## src/rtl/stopwatch_pkg.sv

```systemverilog
// stopwatch_pkg: shared constants, FSM encoding and double-dabble step for the stopwatch display.
package stopwatch_pkg;
  localparam int NUM_DIGITS = 4;
  localparam int CONV_CYCLES = 6;
  localparam logic [6:0] SEG_0 = 7'b1000000;
  localparam logic [6:0] SEG_1 = 7'b1111001;
  localparam logic [6:0] SEG_2 = 7'b0100100;
  localparam logic [6:0] SEG_3 = 7'b0110000;
  localparam logic [6:0] SEG_4 = 7'b0011001;
  localparam logic [6:0] SEG_5 = 7'b0010010;
  localparam logic [6:0] SEG_6 = 7'b0000010;
  localparam logic [6:0] SEG_7 = 7'b1111000;
  localparam logic [6:0] SEG_8 = 7'b0000000;
  localparam logic [6:0] SEG_9 = 7'b0010000;
  localparam logic [6:0] SEG_BLANK = 7'b1111111;
  typedef enum logic [1:0] {IDLE, CONV, LOAD} state_t;
  // One double-dabble iteration: add 3 to each BCD nibble >= 5, then shift {bcd, bin} left by one.
  // Returns {bcd_next[7:0], bin_next[5:0]}.
  function automatic logic [13:0] dd_step(input logic [7:0] bcd, input logic [5:0] bin);
    logic [7:0] a;
    a[3:0] = bcd[3:0] >= 4'd5 ? bcd[3:0] + 4'd3 : bcd[3:0];
    a[7:4] = bcd[7:4] >= 4'd5 ? bcd[7:4] + 4'd3 : bcd[7:4];
    return {a, bin} << 1;
  endfunction
endpackage

```

## src/rtl/seg7_decode.sv

```systemverilog
// seg7_decode: BCD nibble to active-low 7-segment pattern (seg[0]=a .. seg[6]=g); codes A-F blank.
//   bcd : 4-bit digit in
//   seg : 7-bit active-low segment pattern out
module seg7_decode
  import stopwatch_pkg::*;
(
  input  logic [3:0] bcd,
  output logic [6:0] seg
);
  always_comb begin
    case (bcd)
      4'd0: seg = SEG_0;
      4'd1: seg = SEG_1;
      4'd2: seg = SEG_2;
      4'd3: seg = SEG_3;
      4'd4: seg = SEG_4;
      4'd5: seg = SEG_5;
      4'd6: seg = SEG_6;
      4'd7: seg = SEG_7;
      4'd8: seg = SEG_8;
      4'd9: seg = SEG_9;
      default: seg = SEG_BLANK;
    endcase
  end
endmodule

```

## src/rtl/stopwatch_display.sv

```systemverilog
// stopwatch_display: converts binary MM/SS to BCD sequentially and scans a 4-digit common-anode display as MM.SS.
//   clk, reset    : 100 MHz clock, asynchronous active-high reset
//   seconds       : binary seconds 0-63
//   minutes       : binary minutes 0-63
//   an            : active-low digit enables, an[0] = rightmost
//   seg, dp       : active-low segments (seg[0]=a) and decimal point
module stopwatch_display
  import stopwatch_pkg::*;
#(
  parameter int REFRESH_DIV = 100_000
) (
  input  logic                  clk,
  input  logic                  reset,
  input  logic [5:0]            seconds,
  input  logic [5:0]            minutes,
  output logic [NUM_DIGITS-1:0] an,
  output logic [6:0]            seg,
  output logic                  dp
);
  localparam int CW = $clog2(REFRESH_DIV);
  state_t state, state_next;
  logic [2:0] step;
  logic [5:0] sec_sh, min_sh;
  logic [7:0] sec_bcd, min_bcd;
  logic [13:0] sec_nx, min_nx;
  logic [11:0] cap_cv, last_cv;
  logic [15:0] disp_bcd;
  logic [CW-1:0] refresh_cnt;
  logic [$clog2(NUM_DIGITS)-1:0] idx;
  logic changed, terminal;
  logic [3:0] nibble;
  logic [6:0] seg_dec;
  assign changed = {minutes, seconds} != last_cv;
  assign terminal = refresh_cnt == CW'(REFRESH_DIV - 1);
  assign sec_nx = dd_step(sec_bcd, sec_sh);
  assign min_nx = dd_step(min_bcd, min_sh);
  assign nibble = disp_bcd[{idx, 2'b00} +: 4];
  always_ff @(posedge clk or posedge reset) begin
    if (reset) state <= IDLE;
    else state <= state_next;
  end
  always_comb begin
    state_next = state;
    if (state == IDLE) state_next = changed ? CONV : IDLE;
    else if (state == CONV) state_next = step == 3'(CONV_CYCLES - 1) ? LOAD : CONV;
    else state_next = IDLE;
  end
  // Conversion datapath; cap_cv remembers the value being converted so last_cv matches what was displayed.
  always_ff @(posedge clk or posedge reset) begin
    if (reset) begin
      step <= '0;
      sec_sh <= '0;
      min_sh <= '0;
      sec_bcd <= '0;
      min_bcd <= '0;
      cap_cv <= '0;
      last_cv <= '0;
      disp_bcd <= '0;
    end else if (state == IDLE && changed) begin
      sec_sh <= seconds;
      min_sh <= minutes;
      sec_bcd <= '0;
      min_bcd <= '0;
      cap_cv <= {minutes, seconds};
      step <= '0;
    end else if (state == CONV) begin
      {sec_bcd, sec_sh} <= sec_nx;
      {min_bcd, min_sh} <= min_nx;
      step <= step + 3'd1;
    end else if (state == LOAD) begin
      disp_bcd <= {min_bcd, sec_bcd};
      last_cv <= cap_cv;
    end
  end
  // Scan and output registers; outputs reflect the index before it advances, so there is no blank slot.
  always_ff @(posedge clk or posedge reset) begin
    if (reset) begin
      refresh_cnt <= '0;
      idx <= '0;
      an <= '1;
      seg <= SEG_BLANK;
      dp <= 1'b1;
    end else begin
      refresh_cnt <= terminal ? '0 : refresh_cnt + 1'b1;
      if (terminal) idx <= idx + 1'b1;
      an <= ~(NUM_DIGITS'(1) << idx);
      seg <= seg_dec;
      dp <= idx != 2'd2;
    end
  end
  seg7_decode u_dec (
    .bcd(nibble),
    .seg(seg_dec)
  );
endmodule

```

## config.mk

```make
export PLATFORM = sky130hd
export DESIGN_NAME = stopwatch_display
export DESIGN_NICKNAME = d
export VERILOG_FILES = /design/src/rtl/stopwatch_pkg.sv /design/src/rtl/seg7_decode.sv /design/src/rtl/stopwatch_display.sv
export SDC_FILE = /design/constraint.sdc
export NUM_CORES = 1
export LEC_CHECK = 0
export ABC_AREA = 1
export BUFFER_PORTS_ARGS = -buffer_cell sky130_fd_sc_hd__buf_4
export CAP_MARGIN = 0
export CORE_ASPECT_RATIO = 0.7
export CORE_MARGIN = 2
export CORE_UTILIZATION = 65
export DETAILED_ROUTE_END_ITERATION = 8
export PLACE_DENSITY_LB_ADDON = 0.25
export SLEW_MARGIN = 10
export SYNTH_ARGS = -nofsm -noshare
export SYNTH_HDL_FRONTEND = slang
export SYNTH_SLANG_ARGS = --single-unit
```

## constraint.sdc

```tcl
create_clock -name clk -period 10.6 [get_ports clk]
set_input_delay 2.12 -clock clk [delete_from_list [all_inputs] [get_ports clk]]
set_output_delay 2.12 -clock clk [all_outputs]
set_load 0.02 [all_outputs]
```

==> impl_metrics.toml, run 1 <==
[routing]
num_vias = 3991
via_per_inst = 5.45
number_of_violations_reported_at_the_end_of_detailed_routing_iteration_0 = 259
route.detailed.drc = 0
drtPass1Iterations = 6
postRouteWirelength_um = 9870
postRouteAntennaNets = 0
routed_wl_per_cell_um = 13.5

[timing]
final-setup-viol-count = 0
achievable-frequency_ghz = 0.253
final_period_minus_worst_setup_slack_ns = 3.96
final_worst_setup_slack_ns = 6.64
setup_total_negative_slack_ns = 0
tightest_slew_ns = 1.08
grt_setup_unrepaired = "no"
drv_slew = 0
slew_headroom = 0.275
finalClockSkew_ns = 0.0153
finalCritPeriodShare = 0.374
hold_viol = 0

[yosys]
synth.mux.area_fraction = 0.00890
synth_nets = 643
synth_seq_cells = 103
synth-compound-area-share = 0.0865
share_of_flip_flops_with_an_asynchronous_set_or_reset = 1.00
synth_top_family_by_area = "simple AND/OR/NAND/NOR gates"
yosys_warnings = 0
seq_area_frac_synth = 0.512
synth-xor-area-share = 0.0242
yosysTopAreaCellShare = 0.455
synth-simple-area-share = 0.229
cells_taking_the_most_area_after_synthesis = "sky130_fd_sc_hd__dfrtp_1, sky130_fd_sc_hd__nand2_1, sky130_fd_sc_hd__inv_1, sky130_fd_sc_hd__dfstp_2, sky130_fd_sc_hd__nand3_1"
synthesis.area_per_instance_um2 = 8.31
synth_flop_cell = "sky130_fd_sc_hd__dfrtp_1"
synth_top_area_cell = "sky130_fd_sc_hd__dfrtp_1"
post_synth_instance_area_um2 = 5060
synth_enable_flop_cells = 0
synthAdderAreaFrac = 0.0494
yosys.cell_types.count = 31
syn-instance-count = 609

[global_route]
grtUsageTotal = 0.255
maximum_number_of_pins_on_one_net_before_global_route_repair = 86
grt.met3_usage = 0.0739
grt-busiest-layer = "met2"
antenna_violations_before_repair = 0
first_pass_grt_wire_length_um = 17000
grt_use_met1 = 0.376
total_global_routing_overflow = 0
first_global_vias = 3811
groute.layer.met2.usage = 0.377

[placement]
detail_placement_hpwl_um = 6950
place.port_buffers = 25
numPlacedInstances = 716
dp_worst_setup_slack_ns = 6.32
gp_congestion = 0.916

[setup_path]
critical_path.most_common_cell = "sky130_fd_sc_hd__nand2_1"
r2r_end = "min_bcd[4]"
critPathMaxStageDelay_ns = 0.61
setup.worst_path.end_class = "flip-flop"
ff2ff_setup_slack_ns = 8.08
critPathSlowestCell = "sky130_fd_sc_hd__nand2_1"
timing_worst_setup_path_type = "input port to flip-flop"
worstReg2RegStart = "last_cv[10]"
arrival_time_worst_endpoint_ns = 4.23
crit_required_ns = 10.87
timing.critical_path.cells = "buf_4, inv_1, nand2_1, nand2_1, nand2_1, nor2_1, nand3_1, nand2_1, buf_4, nand3_1, o21ai_0"
setup.worst_path.start_class = "input port"
path_max_fanout = 28
ff2ff_path_depth = 10

[cells_and_area]
layoutNonFillerInstCount = 732
post-route-util = 0.745
synthToLayoutAreaGrowth_pct = 9.22
n_antenna_cell = 0
multiInputGateArea_um2 = 2020
final-seq-area_um2 = 2590
fin_nets = 663
drive_above_1_share = 0.114
fill_cells = 538

[hold_path]
min_delay_worst_endpoint = "cap_cv[3]"
whs_path_depth = 2
min_path_type = "flip-flop to flip-flop"
hold_path_startpoint = "cap_cv[3]"

[clock_network]
clk_root_buffer_cell = "sky130_fd_sc_hd__clkbuf_8"
postCtsResizedCells = 0
cts_tree = "built"
post-cts-setup-buffers = 0
max-clock-path-buffers = 2
htree_levels = 3
postCtsHoldBufs = 0
clkTransAtPathRegs_ns = 0.10
insertion_delay_of_the_later_clocked_pin_in_the_worst_skew_pair_ns = 0.37
clock_sinks = 103
cts_buffers = 9

[floorplanning]
dieArea_um2 = 8520
initial_utilization = 0.682
die_x_um = 109
number_of_top_level_design_ports = 26
fp.dieH_um = 77.8
row_count = 26
placeableCoreArea_um2 = 7420

[pwr]
p_leak_nw = 2.92
worst_ir_drop_vdd_mv = 0.192
power-per-cell-area_nw_per_um2 = 265

[flow_run]
cap_viol_max_count = 0

[outcome]
status = "finished clean"
[how the worst max path moves through the flow]
stage	depth (start not counted)	slack [ns]	from	endpoint
finish	11	6.64	minutes[1]	min_bcd[4]
global route	11	6.38	minutes[1]	min_bcd[4]
CTS	11	6.70	minutes[1]	min_bcd[4]
detailed placement	11	6.32	minutes[1]	step[1]
global placement	11	6.38	minutes[1]	step[1]
floorplan	1	5.79	reset	cap_cv[0]
[final cells by class]
type,count,share of cell area
sequential,103,0.469
multi-input combinational,395,0.365
inverter,91,0.0622
timing repair buffer,29,0.0394
clock buffer,9,0.0224
tap,98,0.0222
clock inverter,7,0.0201
[placed cells by master (no fill, tap or decap), drive strengths merged]
cell,netlist,routed
nor2,38,38
o221ai,1,1
xnor2,5,5
clkbuf,9,9
xor2,9,9
inv,89,89
ha,20,20
mux2,4,4
dfrtp,92,92
o31ai,2,2
o21ai,50,50
a21oi,29,29
a211oi,1,1
nor4,4,4
nor3,5,5
clkinvlp,0,1
nand2,163,163
clkinv,2,5
nand4,7,7
bufinv,0,3
dfstp,11,11
buf,11,29
or2,1,1
nand3,56,56
[kinds of logic after synthesis]
kind of cell,Yosys count
xor gates and xnor gates,14
AOI/OAI and AO/OA,83
DFF,103
and+or+nand+nor,274
buffers and inverters,111
muxes,4
adders and majority gates,20
[metrics by stage]
step,area [µm²],power [mW],hold slack (ns)
after global routing,5530,1.59,0.494
after floorplan,5060,1.04,0.430
final,5530,1.47,0.477
after detailed placement,5290,1.18,0.461
after CTS,5530,1.47,0.481
after global placement,5290,1.14,0.446
[synthesized netlist by cell type (5+ instances only)]
cell type                  count
sky130_fd_sc_hd__nand2_1     163
sky130_fd_sc_hd__dfrtp_1      92
sky130_fd_sc_hd__inv_1        84
sky130_fd_sc_hd__nand3_1      56
sky130_fd_sc_hd__o21ai_0      47
sky130_fd_sc_hd__nor2_1       36
sky130_fd_sc_hd__a21oi_1      29
sky130_fd_sc_hd__ha_1         20
sky130_fd_sc_hd__dfstp_2      11
sky130_fd_sc_hd__clkbuf_1      9
sky130_fd_sc_hd__xor2_1        9
sky130_fd_sc_hd__nand4_1       6
sky130_fd_sc_hd__buf_2         5
sky130_fd_sc_hd__inv_2         5
sky130_fd_sc_hd__xnor2_1       5
[worst max-delay path: cells and delay by family]
family / cells / cell delay [ns]
buffers and inverters: 3 / 0.57
AO/OA/AOI/OAI: 1 / 0.11
AND/OR/NAND/NOR: 7 / 1.40
[report_power, final]
group          total [mW]  switching, mW  internal, mW  leakage [nW]
Combinational       0.535          0.341         0.195          1.54
Sequential          0.645         0.0956         0.550          1.26
Clock               0.285          0.130         0.155         0.117
[per-layer routing]
layer,vias up,part of all wire
met2,132,0.44
met1,1880,0.48
met5,-,0
li1,1969,-
met4,0,0.0086
met3,10,0.073
[state kept, by name (all words and copies together) (netlist names)]
name,flops
min_sh,6
disp_bcd,16
sec_sh,6
cap_cv,12
min_bcd,8
sec_bcd,8
refresh_cnt,17
seg,7
last_cv,12
idx,2
an,4
state,2
step,3
Note: power is estimated with default switching activity, not from simulation.
==> run 2, diff against run 1 <==
- ABC_AREA: 1 -> 0
- CORE_UTILIZATION: 65 -> 61
- clock period: 10.6 -> 3.9 ns (I/O delays scaled with it)
==> impl_metrics.toml, run 2 <==
[setup_path]
timing.critical_path.cells = "buf_4, xor2_1, or4_1, o41ai_4, buf_4, mux2_2"
crit_required_ns = 4.18
critPathMaxStageDelay_ns = 0.79
critPathTopFamily = "simple AND/OR/NAND/NOR gates"
setup.worst_path.start_class = "input port"
critical_path.most_common_cell = "sky130_fd_sc_hd__buf_4"
critical_path_buf_inv_count = 2
critPathSlowestCell = "sky130_fd_sc_hd__or4_1"
arrival_time_worst_endpoint_ns = 2.72
timing_worst_setup_path_type = "input port to flip-flop"
setup.worst_path.end_class = "flip-flop"
path_max_fanout = 22

[yosys]
synthAdderAreaFrac = 0.0500
synth-xor-area-share = 0.0508
synth-simple-area-share = 0.121
share_of_flip_flops_with_an_asynchronous_set_or_reset = 1.00
synthMostInstantiatedCell = "sky130_fd_sc_hd__dfrtp_1"
synth.mux.area_fraction = 0.123
cells_taking_the_most_area_after_synthesis = "sky130_fd_sc_hd__dfrtp_1, sky130_fd_sc_hd__mux2_2, sky130_fd_sc_hd__dfstp_2, sky130_fd_sc_hd__ha_1, sky130_fd_sc_hd__a22o_1"
yosys-top-cells-count = "sky130_fd_sc_hd__dfrtp_1, sky130_fd_sc_hd__mux2_2, sky130_fd_sc_hd__nor2_1"
synthesis.area_per_instance_um2 = 11.9
seq_area_frac_synth = 0.518
synth_top_family_by_area = "multiplexers"
yosys_warnings = 0
synth-compound-area-share = 0.102
post_synth_instance_area_um2 = 5000
synth_nets = 456
syn-instance-count = 422
yosys.cell_types.count = 46
synth_seq_cells = 103
yosysTopAreaCellShare = 0.460
synth_top_area_cell = "sky130_fd_sc_hd__dfrtp_1"
synth_enable_flop_cells = 0
synth_flop_cell = "sky130_fd_sc_hd__dfrtp_1"

[global_route]
antenna_violations_before_repair = 0
first_pass_grt_wire_length_um = 17100
first_global_vias = 3379
grtUsageTotal = 0.245
total_global_routing_overflow = 0
maximum_number_of_pins_on_one_net_before_global_route_repair = 69

[routing]
drtPass1Iterations = 5
via_per_inst = 6.07
routed_wl_per_cell_um = 17.6
number_of_violations_reported_at_the_end_of_detailed_routing_iteration_0 = 284
postRouteWirelength_um = 9740
postRouteAntennaNets = 0
num_vias = 3359
route.detailed.drc = 0

[clock_network]
insertion_delay_of_the_later_clocked_pin_in_the_worst_skew_pair_ns = 0.35
htree_levels = 3
postCtsHoldBufs = 0
clk_root_buffer_cell = "sky130_fd_sc_hd__clkbuf_16"
clock_sinks = 103
postCtsResizedCells = 0
cts_tree = "built"
cts_buffers = 9
post-cts-setup-buffers = 0
clkTransAtPathRegs_ns = 0.07
max-clock-path-buffers = 2

[pwr]
power_switching_share = 0.336
power.switching_mw = 1.44
power-per-cell-area_nw_per_um2 = 760
total_power_mw = 4.27
cellInternalPower_mw = 2.84
share_seq_of_total_power = 0.423
p_leak_nw = 2.46
power.clock.fraction = 0.237
power_frac_comb = 0.340
worst_ir_drop_vdd_mv = 0.606

[timing]
finalCritPeriodShare = 0.625
tightest_slew_ns = 0.805
drv_slew = 0
hold_viol = 0
achievable-frequency_ghz = 0.410
grt_setup_unrepaired = "no"
setup_total_negative_slack_ns = 0
whs_ns = 0.478
finalClockSkew_ns = 0.00374
slew_headroom = 0.464
final-setup-viol-count = 0
final_period_minus_worst_setup_slack_ns = 2.44

[floorplanning]
die_x_um = 112
dieArea_um2 = 8950
fp.dieH_um = 79.8
initial_utilization = 0.633
number_of_top_level_design_ports = 26
placeableCoreArea_um2 = 7910
row_count = 27

[placement]
place.port_buffers = 25
gp_congestion = 0.883
detail_placement_hpwl_um = 6580

[cells_and_area]
register_with_the_highest_flop_count = "refresh_cnt"
largest_register_ffs = 17
synthToLayoutAreaGrowth_pct = 12.4
final_common_cell = "sky130_fd_sc_hd__dfrtp_1"
layout_top_registers = "refresh_cnt x17, disp_bcd x16"
layout.cells.most_common_list = "sky130_fd_sc_hd__dfrtp_1, sky130_fd_sc_hd__mux2_2, sky130_fd_sc_hd__buf_4"
n_antenna_cell = 0
drive_above_1_share = 0.261
fin_nets = 481
fill_cells = 547

[flow_run]
cap_viol_max_count = 0

[outcome]
status = "finished clean"

[hold_path]
min_path_type = "flip-flop to flip-flop"
## run 2: cell count changes after synthesis, sizes merged, moves of 15 or more
cell / change
a21oi: -15
nand2: -146
nand3: -50
o21ai: -42
inv: -68
mux2: +40
a22o: +15
## run 2: final timing paths
check                          startpoint              to  slack (ns)  depth (start not counted)
max                            seconds[2]         step[0]        1.46                          6
max reg2reg                      state[1]       sec_sh[3]        1.50                          4
max in group asynchronous           reset       cap_cv[7]        2.53                          3
min reg2reg                refresh_cnt[0]  refresh_cnt[0]        0.48                          1
min in group asynchronous           reset  refresh_cnt[4]        0.59                          2
min                        refresh_cnt[0]  refresh_cnt[0]        0.48                          1
## run 2: routing by layer
metal	GRT usage	vias up	routed length (µm)
met5	0	-	0
met4	0.0817	0	194
met3	0.0615	26	506
met2	0.358	109	4270
met1	0.360	1664	4770
li1	-	1560	-
## run 2: metrics by stage
stage               instances   util  cell area, µm²  setup WS [ns]
finish                    553  0.711            5620           1.46
global route              553  0.711            5620           1.32
CTS                       553  0.711            5620           1.51
detailed placement        537  0.668            5280           1.17
global placement          537  0.668            5280           1.20
floorplan                 422      -            5000          0.434
## run 2: power groups by stage
stage               Combinational (mW)  Clock (mW)  Sequential (mW)
floorplan                         1.12           0             1.75
global placement                  1.36           0             1.80
detailed placement                1.43           0             1.82
CTS                               1.44        1.03             1.81
global route                      1.62        1.07             1.86
finish                            1.45        1.01             1.81
## run 2: area by class of cell
cell class	instances	area, µm²	share of cell area
inverters	21	81.3	0.0145
clock inverters	6	109	0.0194
clock buffers	10	229	0.0407
flip-flops and latches	103	2590	0.461
repair buffers	33	248	0.0441
multi-input cells	279	2230	0.398
well taps	101	126	0.0225
## run 2: kinds of logic (layout without fill, tap and decap cells)
logic type	Yosys count	after routing
multiplexers	51	51
buffers and inverters	40	70
flip-flops	103	103
AND/OR/NAND/NOR	110	110
adder cells (fa/ha/maj)	20	20
XOR/XNOR	29	29
AO/OA/AOI/OAI	69	69
## run 2: worst reg2reg max path: cells and delay by family, from the launching register on
family | cells | cell delay (ns)
buffers and inverters | 1 | 0.46
flip-flops | 1 | 0.80
AND/OR/NAND/NOR | 1 | 0.57
AO/OA/AOI/OAI | 2 | 0.47
==> run 3, diff against run 2 <==
- CORE_UTILIZATION: 61 -> 55
- clock period: 3.9 -> 2 ns (I/O delays scaled with it)
==> impl_metrics.toml, run 3 (synthesis gave the netlist of run 2 again) <==
[routing]
route.detailed.drc = 0
via_per_inst = 5.58
routed_wl_per_cell_um = 16.7
number_of_violations_reported_at_the_end_of_detailed_routing_iteration_0 = 328
drtPass1Iterations = 4
postRouteWirelength_um = 10100
num_vias = 3385
postRouteAntennaNets = 0

[setup_path]
path_max_fanout = 6
timing_worst_setup_path_type = "flip-flop to flip-flop"
crit_required_ns = 2.26
arrival_time_worst_endpoint_ns = 2.24
ff2ff_setup_slack_ns = 0.02
setup.worst_path.end_class = "flip-flop"
setup.worst_path.start_class = "flip-flop"

[flow_run]
cap_viol_max_count = 0

[timing]
final_worst_setup_slack_ns = 0.0184
finalClockSkew_ns = 0.00584
finalCritPeriodShare = 0.991
tightest_slew_ns = 0.628
drv_slew = 0
final-setup-viol-count = 0
setup_total_negative_slack_ns = 0
achievable-frequency_ghz = 0.505
final_period_minus_worst_setup_slack_ns = 1.98
hold_viol = 0
slew_headroom = 0.580
grt_setup_unrepaired = "yes"

[clock_network]
clkTransAtPathRegs_ns = 0.07
postCtsHoldBufs = 0
max-clock-path-buffers = 2
clock_sinks = 103
cts_buffers = 9
insertion_delay_of_the_later_clocked_pin_in_the_worst_skew_pair_ns = 0.35
htree_levels = 3
cts_tree = "built"
clk_root_buffer_cell = "sky130_fd_sc_hd__clkbuf_16"

[placement]
place.port_buffers = 25
numPlacedInstances = 587
detail_placement_hpwl_um = 6910
dp_worst_setup_slack_ns = -0.0793
gp_congestion = 0.828

[outcome]
status = "finished clean"

[global_route]
first_pass_grt_wire_length_um = 16900
total_global_routing_overflow = 0
first_global_vias = 3382
antenna_violations_before_repair = 0
grtUsageTotal = 0.218
maximum_number_of_pins_on_one_net_before_global_route_repair = 34

[floorplanning]
number_of_top_level_design_ports = 26
dieArea_um2 = 9880
row_count = 29
fp.dieH_um = 83.8
initial_utilization = 0.558
die_x_um = 118
placeableCoreArea_um2 = 8960

[cells_and_area]
register_with_the_highest_flop_count = "refresh_cnt"
largest_register_ffs = 17
final_common_cell = "sky130_fd_sc_hd__dfrtp_1"
fill_cells = 667
multiInputGateArea_um2 = 2270
drive_above_1_share = 0.319
layout_top_registers = "refresh_cnt x17, disp_bcd x16"
final-seq-area_um2 = 2590
synthToLayoutAreaGrowth_pct = 20.5
layout.cells.most_common_list = "sky130_fd_sc_hd__dfrtp_1, sky130_fd_sc_hd__buf_4, sky130_fd_sc_hd__mux2_2"
n_antenna_cell = 0
fin_nets = 512
layoutNonFillerInstCount = 607

[pwr]
p_leak_nw = 2.66
power-per-cell-area_nw_per_um2 = 1430
worst_ir_drop_vdd_mv = 0.725

[hold_path]
min_path_type = "input port to asynchronous set/reset pin"
==> run 3: changes by cell type in the layout (fill, tap and decap cells not counted), sizes merged <==
cell,previous run,this run
buf,33,62
clkbuf,10,12
clkinvlp,0,2
clkinv,3,2
inv,21,20
==> run 3: final timing paths <==
kind	from	end	cells after the start
setup / recovery	last_cv[1]	sec_bcd[2]	6
hold / removal	reset	sec_bcd[3]	2
setup reg to reg	last_cv[1]	sec_bcd[2]	6
hold reg to reg	refresh_cnt[0]	refresh_cnt[0]	1
max in group asynchronous	reset	refresh_cnt[3]	3
min in group clk	seconds[0]	sec_sh[0]	2
==> run 3: final cells by class <==
class | count | share of cell area
Clock buffer | 10 | 0.0396
Clock inverter | 6 | 0.0178
Inverter | 21 | 0.0137
Multi-Input combinational cell | 279 | 0.376
Sequential cell | 103 | 0.430
Tap cell | 124 | 0.0257
Timing Repair Buffer | 64 | 0.0971
==> run 3: layer usage <==
metal / global-route usage / part of all wire
met2: 0.325 / 0.45
met3: 0.0553 / 0.039
met4: 0.0613 / 0.0067
met5: 0 / 0
met1: 0.318 / 0.50
==> run 3: metrics by stage <==
| step | instance area [µm²] | util | hold slack, ns | power, mW |
|---|---|---|---|---|
| final | 6030 | 0.673 | 0.139 | 8.61 |
| after global routing | 6030 | 0.673 | 0.172 | 9.17 |
| after CTS | 5920 | 0.661 | 0.154 | 8.50 |
| after detailed placement | 5580 | 0.622 | 0.479 | 6.47 |
| after global placement | 5580 | 0.622 | 0.472 | 6.31 |
| after floorplan | 5000 | - | 0.451 | 5.61 |
==> run 3: critical path, stage by stage (launching register included) <==
cell	delay [ns]
sky130_fd_sc_hd__dfrtp_1	0.38
sky130_fd_sc_hd__xor2_1	0.18
sky130_fd_sc_hd__or4_4	0.55
sky130_fd_sc_hd__o41ai_4	0.34
sky130_fd_sc_hd__buf_6	0.18
sky130_fd_sc_hd__clkbuf_16	0.15
sky130_fd_sc_hd__o2bb2ai_1	0.10
==> run 3: power breakdown <==
group	switching, mW	internal, mW	total, mW
Combinational	1.45	1.61	3.07
Clock	0.758	1.25	2.01
Sequential	0.616	2.91	3.53
==> run 3: timing repair <==
item / 4_1_cts / 5_1_grt
endpoints found under the setup margin: 0 / 34
buffers inserted: 0 / 1
gates resized for setup: 0 / 7
